`config.mk`:
```
export PLATFORM = sky130hd
export DESIGN_NAME = shift_expander
export DESIGN_NICKNAME = d
export VERILOG_FILES = /design/src/rtl/shift_expander.sv
export SDC_FILE = /design/constraint.sdc
export NUM_CORES = 1
export LEC_CHECK = 0
export ABC_CLOCK_PERIOD_IN_PS = 2500
export BUFFER_PORTS_ARGS = -buffer_cell sky130_fd_sc_hd__buf_4
export CORE_MARGIN = 8
export CORE_UTILIZATION = 50
export CTS_CLUSTER_SIZE = 10
export DETAILED_ROUTE_END_ITERATION = 12
export GPL_ROUTABILITY_DRIVEN = 0
export PLACE_DENSITY = 0.77
export SYNTH_ARGS = -nofsm -noshare
export SYNTH_HDL_FRONTEND = slang
export SYNTH_SLANG_ARGS = --single-unit
```
`constraint.sdc`:
```
create_clock -name i_clkp -period 2.5 [get_ports i_clkp]
set_input_delay 0.5 -clock i_clkp [delete_from_list [all_inputs] [get_ports i_clkp]]
set_output_delay 0.5 -clock i_clkp [all_outputs]
set_load 0.02 [all_outputs]
```
`src/rtl/shift_expander.sv`:
```
// rtl/shift_expander.sv - places a short signed/unsigned word into a long word at a programmable offset
// Valid/ready stream with a one-entry skid buffer; o_ready is registered.
module shift_expander #(
    parameter int L_width    = 32,
    parameter int S_width    = 16,
    parameter int Shift_word = 5,
    parameter int Signed     = 1
) (
    input  logic                  i_clkp,
    input  logic                  i_rstn,
    input  logic [S_width-1:0]    i_short,
    input  logic                  i_valid,
    output logic                  o_ready,
    input  logic [Shift_word-1:0] i_shift,
    input  logic                  i_shift_we,
    input  logic                  i_clr,
    output logic [L_width-1:0]    o_long,
    output logic                  o_valid,
    input  logic                  i_ready,
    output logic [Shift_word-1:0] o_shift_cur,
    output logic                  o_shift_clip
);

    localparam int D_WORD = L_width - S_width;
    localparam logic [Shift_word-1:0] D_SHIFT = Shift_word'(D_WORD);

    logic [L_width-1:0]    out_q, out_d;
    logic                  out_valid_q, out_valid_d;
    logic [L_width-1:0]    skid_q, skid_d;
    logic                  skid_full_q, skid_full_d;
    logic                  ready_q, ready_d;
    logic [Shift_word-1:0] shift_q, shift_d;
    logic                  clip_q, clip_d;

    logic                  sign_bit;
    logic [L_width-1:0]    ext_word;
    logic [L_width-1:0]    placed;
    logic                  accept;
    logic                  clip_write;

    always_comb begin
        sign_bit    = (Signed != 0) && i_short[S_width-1];
        ext_word    = {{D_WORD{sign_bit}}, i_short};
        placed      = ext_word << shift_q;
        accept      = i_valid & ready_q;
        clip_write  = i_shift_we && (i_shift > D_SHIFT);

        out_d       = out_q;
        out_valid_d = out_valid_q;
        skid_d      = skid_q;
        skid_full_d = skid_full_q;
        shift_d     = shift_q;
        clip_d      = clip_q;

        // ready_q is low whenever the skid is full, so the skid never receives while draining
        if (!out_valid_q || i_ready) begin
            if (skid_full_q) begin
                out_d       = skid_q;
                out_valid_d = 1'b1;
                skid_full_d = 1'b0;
            end else begin
                out_valid_d = accept;
                if (accept) begin
                    out_d = placed;
                end
            end
        end else if (accept) begin
            skid_d      = placed;
            skid_full_d = 1'b1;
        end

        ready_d = !skid_full_d;

        if (i_shift_we) begin
            shift_d = clip_write ? D_SHIFT : i_shift;
        end
        if (i_clr) begin
            clip_d = 1'b0;
        end
        if (clip_write) begin
            clip_d = 1'b1;
        end
    end

    always_ff @(posedge i_clkp) begin
        if (!i_rstn) begin
            out_q       <= '0;
            out_valid_q <= 1'b0;
            skid_q      <= '0;
            skid_full_q <= 1'b0;
            ready_q     <= 1'b1;
            shift_q     <= '0;
            clip_q      <= 1'b0;
        end else begin
            out_q       <= out_d;
            out_valid_q <= out_valid_d;
            skid_q      <= skid_d;
            skid_full_q <= skid_full_d;
            ready_q     <= ready_d;
            shift_q     <= shift_d;
            clip_q      <= clip_d;
        end
    end

    assign o_long       = out_q;
    assign o_valid      = out_valid_q;
    assign o_ready      = ready_q;
    assign o_shift_cur  = shift_q;
    assign o_shift_clip = clip_q;

endmodule

```
## Word-level counts from Yosys, hierarchy flattened

Cells that the tools add are included.
Widths: inputs -> output; s select.

| word-level totals | value |
|---|---|
| output and inout port bits | 40 |
| input port bits | 27 |
| register bits after elaboration | 73 |
| logic and storage cells | 27 |

| operators by class | value |
|---|---|
| bitwise gates (word level) | 2 |
| muxes and demuxes | 8 |
| shift operators | 1 |
| reductions and logical operators | 8 |
| magnitude comparators | 1 |

Operator list:

| kind | number |
|---|---|
| $mux 32 | 2 |
| $shl 32x5->32 | 1 |
| $gt 5x5->1 const B | 1 |
| $mux 1 | 5 |
| $mux 5 | 1 |
| $reduce_and 2->1 | 2 |
| $reduce_bool 2->1 | 2 |
| $logic_not 1->1 | 2 |
| $and 1x1->1 | 1 |
| $logic_and 1x1->1 | 1 |
| $logic_or 1x1->1 | 1 |
| $not 1->1 | 1 |

## Longest topological paths before layout

Gate-level depths: netlist of run 1.

| logic depth | value |
|---|---|
| word-level depth | 4 |
| depth in mapped cells | 9 |
| gate-level depth less buffers | 5 |

## Least setup slack after synthesis of run 1

No wires, ideal clock.

| path | value |
|---|---|
| path type | flip-flop to flip-flop |
| start point | register shift_q[1], in the netlist o_shift_cur[1] |
| end point | register out_q[15], in the netlist o_long[15] |
| setup slack | 0.418 ns |
| required time | 2.367 ns |
| period minus slack after synthesis | 2.082 ns |
| data arrival time | 1.950 ns |
| cell stages (with the launch flop) | 8 |
| library setup time | 0.133 ns |
| path through | dfxtp_1 buf_6 buf_12 mux4_1 mux2_2 and2_4 o221ai_1 a31oi_1 |

| on the way | value |
|---|---|
| longest elaborated chain between the ends | 3 |

RTL lines:

| element | line | text |
|---|---|---|
| from (decl) | 32 | `logic [Shift_word-1:0] shift_q, shift_d;` |
| from (signal assigned) | 100 | `shift_q <= shift_d;` |
| $shl 32x5->32 | 44 | `placed = ext_word << shift_q;` |
| $mux 32 | 63 | `if (accept) begin` |
| $mux 32 | 57 | `if (skid_full_q) begin` |
| to (signal assigned) | 95 | `out_q <= out_d;` |
| to (decl) | 27 | `logic [L_width-1:0] out_q, out_d;` |

No other way between the ends. The select of a mux whose other input is x is not followed.
A chain may end at the register's enable or synchronous reset.

## Worst setup path in the final report of run 1

| path | value |
|---|---|
| start point | register shift_q[1], in the netlist o_shift_cur[1] |
| end point | register skid_q[24] |

| on the way | value |
|---|---|
| longest elaborated chain between the ends | 1 |

RTL lines:

| element | line | text |
|---|---|---|
| $shl 32x5->32 | 44 |  |
| to (signal assigned) | 97 | `skid_q <= skid_d;` |
| to (decl) | 29 | `logic [L_width-1:0] skid_q, skid_d;` |

No other way between the ends.

==> impl_metrics.csv, run 1 <==
group,metric,value,unit
drt,wl_per_cell,20.8,um
power,powerDensity,563,mW/mm2
global_routing,grt_util_all_layers,23.6,%
synth,synth_top_area_cell,"dfxtp_1",
power,peakVddDrop,0.436,mV
power,combPwrFrac,26.4,%
power,p_seq_share,42.8,%
worst_setup_path,crit_fanout,14,
sta,timing.final.hold_violations,0,
worst_setup_path,cp_slowest_stage_delay,520,ps
synth,syn_avg_cell_area,8.24,um2
clock_tree,cts.sinks,73,
drt,ant_nets,0,
place,dp_hpwl,10700,um
global_routing,grt_pass1_wl,24400,um
power,sw_frac_of_total,32.8,%
worst_setup_path,path_delay_family,"compound AO/OA/AOI/OAI gates",
sta,setup_tns,0,ps
synth,yosysWarnings,0,
sta,fin_skew,13.7,ps
synth,synth_enable_flop_cells,0,
clock_tree,cts_root_buffer,"clkbuf_8",
synth,synthTopCellsByCount,"dfxtp_1, nand2_1, o21ai_0, nor2_1, a21oi_1",
power,p_total,0.00300,W
drt,wl,14900,um
clock_tree,clock_latency,360,ps
outcome,status,"complete, no violations",
synth,synth_compound_area_share,26.7,%
global_routing,overflow,0,
worst_setup_path,criticalPathCategory,"flip-flop to flip-flop",
worst_setup_path,worstPathArrival,2520,ps
die,die_w,111,um
sta,setup_viol,0,
die,num_rows,34,
cells_and_area,nets,629,
synth,syn-num-nets,576,
synth,synthDistinctLibCells,58,
synth,synthTopCellsByArea,"dfxtp_1, o21ai_0, mux4_2",
synth,async_flop_share,0,%
synth,synth_top_family_by_area,"compound AO/OA/AOI/OAI gates",
clock_tree,postCtsSetupBuffers,0,
synth,syn_area,0.00452,mm2
worst_setup_path,worstPathCellList,"buf_4, mux2i_2, o2bb2ai_1, o31a_1, a221oi_1, a211oi_1",
place,numPortBuffers,66,
worst_setup_path,startpoint_type,"flip-flop",
clock_tree,htree_levels,3,
clock_tree,clk_pin_slew,90,ps
power,leakagePower,2.04,nW
sta,rsz0062_at_grt,"no",
sta,max_freq,436,MHz
run,max_cap_violations,0,
synth,ys.flop_type,"dfxtp_1",
die,start_util,51.6,%
worst_setup_path,crit_path_top_delay_cell,"dfxtp_2",
sta,worst_slew_pin_slew,675,ps
synth,synth_xor_area_share,0,%
sta,fin_crit,2290,ps
drt,first_iter_violations,707,
worst_setup_path,crit_path_end_kind,"flip-flop",
cells_and_area,antenna-diode-count,0,
die,dieArea,0.0123,mm2
global_routing,grt_max_degree,36,
clock_tree,cts_buffers,9,
worst_hold_path,hp-class,"input pin to flip-flop",
cells_and_area,ff_latch_area,0.00146,mm2
power,switching_power,0.000983,W
synth,synth_cells,549,
worst_setup_path,cp.buffers_inverters,1,
power,p_int,0.00202,W
synth,seq_area_frac_synth,32.3,%
synth,synthMuxAreaShare,15.8,%
drt,drc_errors,0,
place,placed_cells,699,
synth,synth_top_area_share,32.3,%
die,fp.coreArea,0.00876,mm2
synth,synthSimpleGateAreaFrac,19.1,%
sta,slew_headroom,54.8,%
global_routing,grt_pass1_vias,4652,
drt,viasPerCell,6.65,
sta,final_max_slew_viol_count,0,
synth,synth_most_common_cell,"dfxtp_1",
drt,first_pass_iters,5,
global_routing,grt_antenna_before_repair,0,
cells_and_area,drive_gt1_share,23.7,%
drt,vias,4753,
clock_tree,cts_tree,"done",
sta,finalCritPeriodShare,91.7,%
synth,yosys.area_share.adder,0,%
die,top_level_ports,67,
clock_tree,cts_max_path_buffers,2,
synth,ys_seq_elements,73,
cells_and_area,area_growth_syn_to_layout,17.7,%
cells_and_area,finalNonFillerCells,715,
die,chipHeight,111,um
worst_setup_path,crit_required,2730,ps
power,p_clk_share,30.7,%
cells_and_area,multi_input_area,0.00279,mm2
cells_and_area,nFillCells,798,
## final timing paths
check | from | endpoint | slack (ps) | cells past startpoint
worst max-delay path | o_shift_cur[1] | skid_q[24] | 210 | 6
worst min-delay path | i_shift[2] | o_shift_cur[2] | 400 | 3
worst max register to register | o_shift_cur[1] | skid_q[24] | 210 | 6
worst min register to register | skid_q[15] | skid_q[15] | 450 | 2
## timing repair
action / CTS / global route
hold buffers: 0 / 0
endpoints found under the setup margin: 0 / 1
resized for setup: 0 / 1
## flip-flops by register name, summed over array words and instances (netlist names)
name,cells
o_long,32
o_ready,1
o_shift_clip,1
o_shift_cur,5
o_valid,1
skid_full_q,1
skid_q,32
## power by group through the flow
stage | Sequential (W) | Combinational (W) | Clock (W)
floorplan | 0.00136 | 0.000429 | 0
global placement | 0.00131 | 0.000764 | 0
detailed placement | 0.00131 | 0.000776 | 0
CTS | 0.00128 | 0.000779 | 0.000934
global route | 0.00129 | 0.000848 | 0.000984
finish | 0.00128 | 0.000793 | 0.000922
## routing by layer
metal | track usage [%] | wire, um | vias to the layer above
li1 | - | - | 2180
met1 | 29.7 | 5880 | 2174
met2 | 37.3 | 6910 | 349
met3 | 5.52 | 1540 | 50
met4 | 10.7 | 522 | 0
met5 | 0 | 0 | -
## layout by cell type, fill, tap and decap left out, types with 8 or more instances in the layout
cell type	count
nand2b_1	8
clkbuf_8	9
a22o_1	8
o21ai_0	50
nand3_1	25
inv_1	8
dfxtp_1	72
nand2_1	53
nor3_1	12
nor2_1	46
or3_1	8
mux4_2	11
a31oi_1	9
a221oi_1	14
o22ai_1	10
mux2i_1	21
mux2_2	15
buf_4	92
a21oi_1	39
## metrics by stage
stage | hold slack (ps) | area, um2 | worst slack [ps] | util, %
after floorplan | 415 | 4520 | 418 | -
after global placement | 433 | 5130 | 262 | 58.5
after detailed placement | 447 | 5130 | 172 | 58.5
after CTS | 395 | 5320 | 135 | 60.7
after global routing | 396 | 5330 | 12.5 | 60.8
final | 398 | 5330 | 208 | 60.8
## worst reg2reg max path, cell delays in order (launching register included)
cell	delay [ps]
dfxtp_2	520
buf_4	260
mux2i_2	470
o2bb2ai_1	140
o31a_1	330
a221oi_1	350
a211oi_1	90
## cells by family (layout without fill, tap and decap cells)
kind of cell           Yosys count  count (layout)
and+or+nand+nor                182             182
buffers and inverters           60             118
muxes                           51              51
AOI/OAI and AO/OA              183             183
DFF                             73              73
## area by class of cell
type / instances / share of cell area (%)
inverters: 9 / 0.634
multi-input cells: 416 / 52.4
clock inverters: 7 / 1.29
repair buffers: 93 / 13.3
clock buffers: 9 / 2.33
well taps: 108 / 2.54
flip-flops and latches: 73 / 27.5
Power figures use the tool's default switching activity.
==> run 2: changes to the inputs <==
==> config.mk (replaced) <==
export PLATFORM = sky130hd
export DESIGN_NAME = shift_expander
export DESIGN_NICKNAME = d
export VERILOG_FILES = /design/src/rtl/shift_expander.sv
export SDC_FILE = /design/constraint.sdc
export NUM_CORES = 1
export LEC_CHECK = 0
export ABC_CLOCK_PERIOD_IN_PS = 2000
export BUFFER_PORTS_ARGS = -buffer_cell sky130_fd_sc_hd__buf_4
export CORE_MARGIN = 8
export CORE_UTILIZATION = 52
export CTS_CLUSTER_SIZE = 10
export DETAILED_ROUTE_END_ITERATION = 12
export GPL_ROUTABILITY_DRIVEN = 0
export PLACE_DENSITY = 0.83
export SETUP_SLACK_MARGIN = 0.05
export SYNTH_ARGS = -nofsm -noshare
export SYNTH_HDL_FRONTEND = slang
export SYNTH_SLANG_ARGS = --single-unit
==> constraint.sdc (replaced) <==
create_clock -name i_clkp -period 2 [get_ports i_clkp]
set_input_delay 0.4 -clock i_clkp [delete_from_list [all_inputs] [get_ports i_clkp]]
set_output_delay 0.4 -clock i_clkp [all_outputs]
set_load 0.02 [all_outputs]
==> run 2 against run 1 <==
Against the previous run: register-to-register slack worse by 280 ps; clock skew down 4.0 ps; highest routed layer unchanged; maximum frequency up 11%; critical path type unchanged; largest power group unchanged; global-route usage up 4.0 points; sequential power up 25%; via count up 13%; non-clock buffer count up 42; the flow now finishes with violations (setup timing).
==> impl_metrics.csv, run 2 (same netlist as run 1, synthesis figures left out) <==
group,metric,value,unit
sta,worst_slew_pin_slew,816,ps
clock_tree,cts_max_path_buffers,2,
drt,vias,5358,
drt,ant_nets,0,
clock_tree,cts_tree,"done",
sta,max_freq,483,MHz
clock_tree,cts_root_buffer,"clkbuf_8",
global_routing,grt_pass1_wl,26300,um
power,leakagePower,2.34,nW
cells_and_area,drive_gt1_share,35.2,%
die,die_w,109,um
place,dp_hpwl,11400,um
cells_and_area,area_growth_syn_to_layout,32.0,%
clock_tree,clock_latency,360,ps
cells_and_area,post-route-util,69.5,%
worst_setup_path,cp_slowest_stage_delay,530,ps
drt,first_iter_violations,1008,
cells_and_area,nets,671,
die,chipHeight,109,um
clock_tree,cts_buffers,9,
sta,finalCritPeriodShare,103,%
worst_hold_path,hp-start,"i_shift[2]",
outcome,status,"complete, but fails checks",
global_routing,grt_antenna_before_repair,0,
global_routing,grt_util_all_layers,27.6,%
worst_hold_path,whs_endpoint,"o_shift_cur[2]",
power,powerDensity,644,mW/mm2
worst_setup_path,path_delay_family,"compound AO/OA/AOI/OAI gates",
sta,timing.final.hold_violations,0,
sta,setup_tns,-435,ps
die,top_level_ports,67,
clock_tree,clk_pin_slew,80,ps
drt,wl_per_cell,23.0,um
global_routing,grt_max_degree,32,
worst_hold_path,hp-class,"input pin to flip-flop",
global_routing,overflow,0,
cells_and_area,final_cell_mix,"buf_4, dfxtp_1, nand2_1, o21ai_0, nor2_1",
worst_setup_path,r2r-start,"o_shift_cur[1]",
place,numPortBuffers,66,
cells_and_area,mostFrequentLayoutCell,"buf_4",
cells_and_area,antenna-diode-count,0,
power,p_total,0.00385,W
worst_setup_path,cp.buffers_inverters,1,
worst_setup_path,crit_fanout,5,
drt,drc_errors,0,
sta,final_max_slew_viol_count,0,
sta,rsz0062_at_grt,"yes",
worst_setup_path,startpoint_type,"flip-flop",
sta,fin_crit,2070,ps
global_routing,grt_pass1_vias,5124,
drt,wl,17400,um
worst_setup_path,criticalPathCategory,"flip-flop to flip-flop",
drt,first_pass_iters,9,
die,num_rows,34,
sta,setup_viol,11,
sta,slew_headroom,45.4,%
die,fp.coreArea,0.00859,mm2
worst_setup_path,crit_required,2250,ps
power,peakVddDrop,0.466,mV
worst_hold_path,holdPathStages,3,
worst_setup_path,ff2ff_path_depth,6,
die,start_util,52.6,%
sta,whs,290,ps
sta,fin_ws,-69.6,ps
die,dieArea,0.0119,mm2
worst_setup_path,worstPathCellList,"buf_12, mux4_2, a222oi_1, nand2b_1, o221a_4, a221oi_2",
drt,viasPerCell,7.09,
worst_setup_path,crit_path_top_delay_cell,"a222oi_1",
run,max_cap_violations,0,
worst_setup_path,crit_path_end_kind,"flip-flop",
clock_tree,htree_levels,3,
sta,fin_skew,9.69,ps
worst_setup_path,ff2ff_setup_slack,-70,ps
worst_setup_path,reg2reg_to,"o_long[29]",
worst_setup_path,worstPathArrival,2320,ps
clock_tree,cts.sinks,73,
outcome,violations,"setup timing",
run 2: cell types whose count changed in the layout (fill, tap and decap cells not counted), moves of 4 or more:
cell	before	now
a221oi_1	14	9
mux2_2	15	6
a21oi_1	39	34
mux2i_1	21	17
mux2_4	0	9
a221oi_2	0	5
nor2_1	46	41
a21oi_2	0	5
buf_4	92	127
buf_12	1	5
run 2: worst max-delay path by stage:
stage,cells after the start,startpoint,to
6_report,6,o_shift_cur[1],o_long[29]
5_1_grt,7,o_shift_cur[1],o_long[14]
3_5_place_dp,7,o_shift_cur[1],skid_q[21]
3_3_place_gp,7,o_shift_cur[1],skid_q[21]
2_1_floorplan,7,o_shift_cur[1],o_long[15]
4_1_cts,7,o_shift_cur[1],skid_q[24]
run 2: metrics by stage:
stage	setup slack, ps	instance area, um2	std cells
3_3_place_gp	-32.3	5430	733
2_1_floorplan	36.0	4530	549
4_1_cts	8.47	5700	752
3_5_place_dp	-51.6	5430	733
6_report	-69.6	5970	756
5_1_grt	-112	5970	756
run 2: where the power goes:
group / total (W) / leakage [nW] / switching [W] / internal (W)
clock network: 0.00101 / 0.0846 / 0.000571 / 0.000436
logic: 0.00124 / 1.66 / 0.000702 / 0.000536
registers: 0.00160 / 0.599 / 0.0000598 / 0.00154
total: 0.00385 / 2.34 / 0.00133 / 0.00252
run 2: cell type report:
class,instances,area [um2]
well taps,108,135
clock inverters,6,36.3
fillers,629,2620
repair buffers,135,1100
flip-flops and latches,73,1470
inverters,9,37.5
clock buffers,9,124
multi-input cells,416,3070
run 2: what timing repair did:
item	CTS	global route
hold buffers	0	0
pin swaps	8	12
setup buffers	5	3
setup endpoints to repair	23	40
resized for setup	23	48
cloned	0	1
hold endpoints to repair	0	0
run 2: routing by layer:
metal	GRT usage, %	up-vias	part of all wire, %
li1	-	2264	-
met1	33.2	2479	36
met2	43.1	461	44
met3	7.80	154	13
met4	16.4	0	7.4
met5	0	-	0
run 2: worst register-to-register path: cells and delay by family, from the launching register on:
kind                   cells  cell delay, ps
AOI/OAI and AO/OA          3             760
buffers and inverters      1             120
DFF                        1             380
muxes                      1             510
and+or+nand+nor            1             190
